**config.mk**
```make
export PLATFORM = sky130hd
export DESIGN_NAME = rv32_mem
export DESIGN_NICKNAME = d
export VERILOG_FILES = /design/src/rtl/rv32_mem.sv
export SDC_FILE = /design/constraint.sdc
export NUM_CORES = 1
export LEC_CHECK = 0
export ABC_AREA = 1
export ABC_CLOCK_PERIOD_IN_PS = 1300
export CORE_ASPECT_RATIO = 0.5
export CORE_MARGIN = 5
export CORE_UTILIZATION = 39
export DETAILED_ROUTE_END_ITERATION = 8
export GPL_TIMING_DRIVEN = 0
export PLACE_DENSITY = 0.8
export SYNTH_ARGS = -nofsm -noshare
export SYNTH_HDL_FRONTEND = slang
export SYNTH_SLANG_ARGS = --single-unit
```
**constraint.sdc**
```tcl
create_clock -name clk -period 1.3 [get_ports clk]
set_input_delay 0.195 -clock clk [delete_from_list [all_inputs] [get_ports clk]]
set_output_delay 0.195 -clock clk [all_outputs]
set_load 0.05 [all_outputs]
```
**src/rtl/rv32_mem.sv**
```systemverilog
// RV32 memory-access stage: one outstanding data-bus request, load align/extend,
// store strobes, branch resolution, and registered results toward writeback/fetch.
module rv32_mem (
  input  logic        clk,
  input  logic        reset,
  input  logic        mem_read_en_in,
  input  logic        mem_write_en_in,
  input  logic [1:0]  mem_width_in,
  input  logic        mem_zero_extend_in,
  input  logic [1:0]  branch_op_in,
  input  logic [4:0]  rd_in,
  input  logic        rd_writeback_in,
  input  logic [31:0] result_in,
  input  logic [31:0] rs2_value_in,
  input  logic [31:0] branch_pc_in,
  output logic [31:0] bus_address_out,
  output logic        bus_read_out,
  output logic        bus_write_out,
  output logic        bus_valid_out,
  output logic [3:0]  bus_write_mask_out,
  output logic [31:0] bus_write_value_out,
  input  logic [31:0] bus_read_value_in,
  input  logic        bus_ready_in,
  output logic        stall_out,
  output logic [4:0]  rd_out,
  output logic        rd_writeback_out,
  output logic [31:0] rd_value_out,
  output logic        branch_taken_out,
  output logic [31:0] branch_pc_out,
  output logic        fault_out
);

  // state | meaning
  // IDLE  | nothing outstanding; pass-through, fault, or accept a new access
  // BUSY  | bus request valid, waiting for bus_ready_in
  typedef enum logic {IDLE, BUSY} state_t;

  state_t state, state_nxt;

  logic        mem_op;
  logic        misaligned;
  logic        taken;
  logic [3:0]  mask_nxt;
  logic [31:0] wval_nxt;

  logic [4:0]  rd_q;
  logic        wb_q;
  logic [1:0]  width_q;
  logic        zext_q;
  logic        write_q;
  logic [1:0]  off_q;

  logic [31:0] byte_shift;
  logic [31:0] half_shift;
  logic [31:0] load_data;

  always_comb begin
    mem_op = mem_read_en_in | mem_write_en_in;

    case (mem_width_in)
      2'b00:   misaligned = 1'b0;
      2'b01:   misaligned = result_in[0];
      2'b10:   misaligned = |result_in[1:0];
      default: misaligned = 1'b1;
    endcase

    case (branch_op_in)
      2'b00:   taken = 1'b0;
      2'b01:   taken = (result_in == 32'd0);
      2'b10:   taken = (result_in != 32'd0);
      default: taken = 1'b1;
    endcase

    case (mem_width_in)
      2'b00: begin
        mask_nxt = 4'b0001 << result_in[1:0];
        wval_nxt = {4{rs2_value_in[7:0]}};
      end
      2'b01: begin
        mask_nxt = 4'b0011 << result_in[1:0];
        wval_nxt = {2{rs2_value_in[15:0]}};
      end
      default: begin
        mask_nxt = 4'b1111;
        wval_nxt = rs2_value_in;
      end
    endcase
    // a read-only access carries no strobes
    if (!mem_write_en_in) mask_nxt = 4'b0000;
  end

  always_comb begin
    byte_shift = bus_read_value_in >> {off_q, 3'b000};
    half_shift = bus_read_value_in >> {off_q[1], 4'b0000};
    case (width_q)
      2'b00:   load_data = zext_q ? {24'd0, byte_shift[7:0]}
                                  : {{24{byte_shift[7]}}, byte_shift[7:0]};
      2'b01:   load_data = zext_q ? {16'd0, half_shift[15:0]}
                                  : {{16{half_shift[15]}}, half_shift[15:0]};
      default: load_data = bus_read_value_in;
    endcase
  end

  always_comb begin
    state_nxt = state;
    stall_out = 1'b0;
    case (state)
      IDLE: begin
        if (mem_op && !misaligned) begin
          stall_out = 1'b1;
          state_nxt = BUSY;
        end
      end
      BUSY: begin
        stall_out = !bus_ready_in;
        if (bus_ready_in) state_nxt = IDLE;
      end
      default: state_nxt = IDLE;
    endcase
  end

  always_ff @(posedge clk) begin
    if (reset) state <= IDLE;
    else       state <= state_nxt;
  end

  always_ff @(posedge clk) begin
    if (reset) begin
      bus_address_out     <= '0;
      bus_read_out        <= 1'b0;
      bus_write_out       <= 1'b0;
      bus_valid_out       <= 1'b0;
      bus_write_mask_out  <= '0;
      bus_write_value_out <= '0;
      rd_out              <= '0;
      rd_writeback_out    <= 1'b0;
      rd_value_out        <= '0;
      branch_taken_out    <= 1'b0;
      branch_pc_out       <= '0;
      fault_out           <= 1'b0;
      rd_q                <= '0;
      wb_q                <= 1'b0;
      width_q             <= '0;
      zext_q              <= 1'b0;
      write_q             <= 1'b0;
      off_q               <= '0;
    end else begin
      case (state)
        IDLE: begin
          if (!mem_op) begin
            rd_out           <= rd_in;
            rd_writeback_out <= rd_writeback_in;
            rd_value_out     <= result_in;
            branch_taken_out <= taken;
            branch_pc_out    <= branch_pc_in;
            fault_out        <= 1'b0;
          end else if (misaligned) begin
            fault_out        <= 1'b1;
            rd_writeback_out <= 1'b0;
            branch_taken_out <= 1'b0;
          end else begin
            rd_q                <= rd_in;
            wb_q                <= rd_writeback_in;
            width_q             <= mem_width_in;
            zext_q              <= mem_zero_extend_in;
            write_q             <= mem_write_en_in;
            off_q               <= result_in[1:0];
            bus_address_out     <= {result_in[31:2], 2'b00};
            bus_read_out        <= !mem_write_en_in;
            bus_write_out       <= mem_write_en_in;
            bus_write_mask_out  <= mask_nxt;
            bus_write_value_out <= wval_nxt;
            bus_valid_out       <= 1'b1;
            rd_writeback_out    <= 1'b0;
            branch_taken_out    <= 1'b0;
            fault_out           <= 1'b0;
          end
        end
        BUSY: begin
          branch_taken_out <= 1'b0;
          fault_out        <= 1'b0;
          if (bus_ready_in) begin
            bus_valid_out    <= 1'b0;
            rd_out           <= rd_q;
            rd_writeback_out <= wb_q & !write_q;
            if (!write_q) rd_value_out <= load_data;
          end else begin
            rd_writeback_out <= 1'b0;
          end
        end
        default: ;
      endcase
    end
  end

endmodule

```
==> summary.md <==
| Metric | Value |
|---|---|
| Max Root-Sink Buffers | `2` |
| Worst hold path class | `input pin to flip-flop` |
| Area growth syn-to-layout | `59.0%` |
| CTS sink cnt | `153` |
| Final #Nets | `1,471` |
| Die Y | `104 um` |
| First-pass iteration count of the detailed router | `5` |
| Vias in the first global route | `between 7,000 and 8,000` |
| Hpwl dp | `~21,000 um` |
| PwrDens | `1350 nW/um2` |
| Register area share after synthesis | `~45%` |
| Final WL | `~29,000 um` |
| Failing checks | `setup timing` |
| Io pins | `approximately 290` |
| Peak VDD IR | `about 1100 uV` |
| Area leader, netlist | `dfxtp_1` |
| Final hold viol count | `0` |
| ANT cells | `0` |
| Crit path kind | `flip-flop to flip-flop` |
| Worst Path Arrival | `approximately 2.0 ns` |
| GR Overflow Total | `0` |
| Largest net degree at the start of global routing | `17` |
| Initial DRC count | `between 600 and 700` |
| Synth area leaders | `dfxtp_1, nand2_1, a21oi_1` |
| Clk_skew | `roughly 0.0095 ns` |
| Mapped Avg Cell Area | `slightly below 7 um2` |
| Final setup viols | `67` |
| Placed Area | `roughly 10000 um2` |
| Final Cell Area | `~11,000 um2` |
| Avg WL per Cell | `approximately 18 um` |
| Die area | `roughly 20,000 um2` |
| Crit Path Max Fanout | `5` |
| Netlist cell types | `32` |
| Layout cells sized above 1 | `approximately a quarter` |
| Hold Slack | `approximately 0.19 ns` |
| Final worst-path setup slack | `-0.342 ns` |
| Period utilisation layout | `126%` |
| Detail-routed via count per cell | `~5.3` |
| Status | `finished with violations` |
| Clk slew on worst S/H paths | `0.07 ns` |
| Synth Cell Area | `around 7000 um2` |
| RSZ-0062 raised after global routing | `yes` |
| Root buf cell | `clkbuf_16` |
| Critical Path RT | `1.64 ns` |
| Worst Tran Pin Value | `between 0.5 and 0.6 ns` |
| Core ar. | `around 17,000 um2` |
| Min Clock Period, post-route | `about 1.6 ns` |
| CTS H-tree depth | `4` |
| Slew Viols, Final | `0` |
| CTS Buf Count | `17` |
| Initial antenna violation count | `0` |
| Vias | `around 8,300` |
| Chip width | `approximately 200 um` |
| Synth Warn # | `0` |
| Yosys top cell area share | `~45%` |
| Routability cong. | `0.921` |
| Rows | `34` |
| Worst-Skew Late Latency | `0.43 ns` |
| FF+latch count, synth | `between 150 and 200` |
| # DRC | `0` |
| Starting Density | `39.5%` |
| Slew headroom | `about 62%` |
| Worst setup EP type | `flip-flop` |
| Post-synthesis cell count | `about 1,000` |
| Max cap viols | `0` |
| All-Layer GR Usage | `between 20% and 30%` |
| Final antenna-violating net count | `0` |
| Number of port buffers | `~290` |
| CP startpoint kind | `flip-flop` |
| First-pass GRT wire length | `42,600 um` |
| Leakage | `~4.9 nW` |
| Fmax | `around 610 MHz` |
| CTS tree | `yes` |
| Finished Core Util | `62.8%` |
where the power goes:
part	internal (mW)	total, mW	leakage, nW	switching, mW
Sequential	5.05	5.24	1.26	0.193
Clock	2.79	5.00	0.280	2.21
Combinational	1.56	4.41	3.31	2.85
Total	9.40	14.6	4.85	5.25
worst max-delay path, stage by stage, from the launching register on:
cell     delay [ns]
dfxtp_4        0.38
buf_4          0.11
nand2_1        0.06
or2_4          0.28
nand2_8        0.08
buf_12         0.13
buf_8          0.10
buf_6          0.11
o21ai_0        0.09
a21oi_1        0.21
registers in the layout, summed over array words and instances (netlist names):
signal / count
branch_pc_out: 32
branch_taken_out: 1
bus_address_out: 30
bus_read_out: 1
bus_valid_out: 1
bus_write_mask_out: 4
bus_write_value_out: 32
fault_out: 1
off_q: 2
rd_out: 5
rd_q: 5
rd_value_out: 32
rd_writeback_out: 1
state: 1
wb_q: 1
width_q: 2
write_q: 1
zext_q: 1
synth_stat cells (all sizes together):
| cell | instances |
|---|---|
| a21oi | 164 |
| nor4 | 1 |
| nand2 | 330 |
| nor2 | 85 |
| o21a | 1 |
| clkbuf | 30 |
| and2 | 1 |
| o22ai | 1 |
| nand3 | 29 |
| o211ai | 8 |
| or2 | 2 |
| a31oi | 5 |
| nand3b | 1 |
| inv | 44 |
| o21bai | 1 |
| nor3 | 1 |
| nand4 | 3 |
| buf | 40 |
| conb | 1 |
| dfxtp | 153 |
| o21ai | 93 |
per-layer routing:
metal | GRT usage [%] | wire length (um)
met5 | 0 | 0
met4 | 10.2 | 1050
met3 | 6.20 | 2270
met2 | 42.4 | 13700
met1 | 33.9 | 12000
path summary, 6_finish.rpt:
kind | start | endpoint | slack [ns] | cells after the start
worst max-delay path | state | rd_value_out[3] | -0.34 | 9
worst min-delay path | result_in[1] | off_q[1] | 0.19 | 3
worst max register to register | state | rd_value_out[3] | -0.34 | 9
worst min register to register | bus_write_value_out[20] | bus_write_value_out[20] | 0.46 | 2
cells by family (layout without fill, tap and decap cells):
family	Yosys count	in the layout	share of synthesized area [%]
AND/OR/NAND/NOR	453	453	26.4
flip-flops	153	153	44.9
AO/OA/AOI/OAI	273	273	20.5
other	1	2	0.0549
buffers and inverters	114	459	8.16
area by class of cell:
| class | instances | area, um2 |
|---|---|---|
| fill | 1500 | 6420 |
| multi-input combinational | 728 | 3510 |
| sequential | 153 | 3070 |
| timing repair buffer | 314 | 2620 |
| buffer | 68 | 554 |
| clock buffer | 19 | 453 |
| tap | 234 | 293 |
| inverter | 44 | 209 |
| clock inverter | 13 | 134 |
| timing repair inverter | 1 | 16.3 |
timing repair:
| item | 4_1_cts | 5_1_grt |
|---|---|---|
| pin swaps | 6 | 9 |
| buffers inserted | 11 | 6 |
| setup endpoints to repair | 291 | 115 |
| resized for setup | 818 | 117 |
| hold buffers | 0 | 0 |
| gates cloned | 5 | 8 |
| endpoints found under the hold margin | 0 | 0 |
through the flow:
| stage | instances | power (mW) | TNS (ns) | setup WS [ns] |
|---|---|---|---|---|
| 2_1_floorplan | 995 | 7.74 | 0 | 0.00191 |
| 3_3_place_gp | 1514 | 9.32 | -106.68 | -1.38 |
| 3_5_place_dp | 1514 | 9.37 | -113.26 | -1.44 |
| 4_1_cts | 1562 | 14.3 | -6.01 | -0.329 |
| 5_1_grt | 1574 | 15.2 | -12.22 | -0.377 |
| 6_report | 1574 | 14.6 | -8.78 | -0.342 |
cells in the final DEF, fill, tap and decap left out, types with 15 or more instances in the layout:
cell type,instances
buf_2,150
buf_4,15
dfxtp_1,149
a21oi_1,127
o21ai_0,69
o21ai_1,22
clkdlybuf4s50_1,138
nor2_1,79
nand3_1,25
inv_1,33
clkbuf_16,24
a21oi_2,35
nand2_1,313
Note: power is estimated with default switching activity, not from simulation.
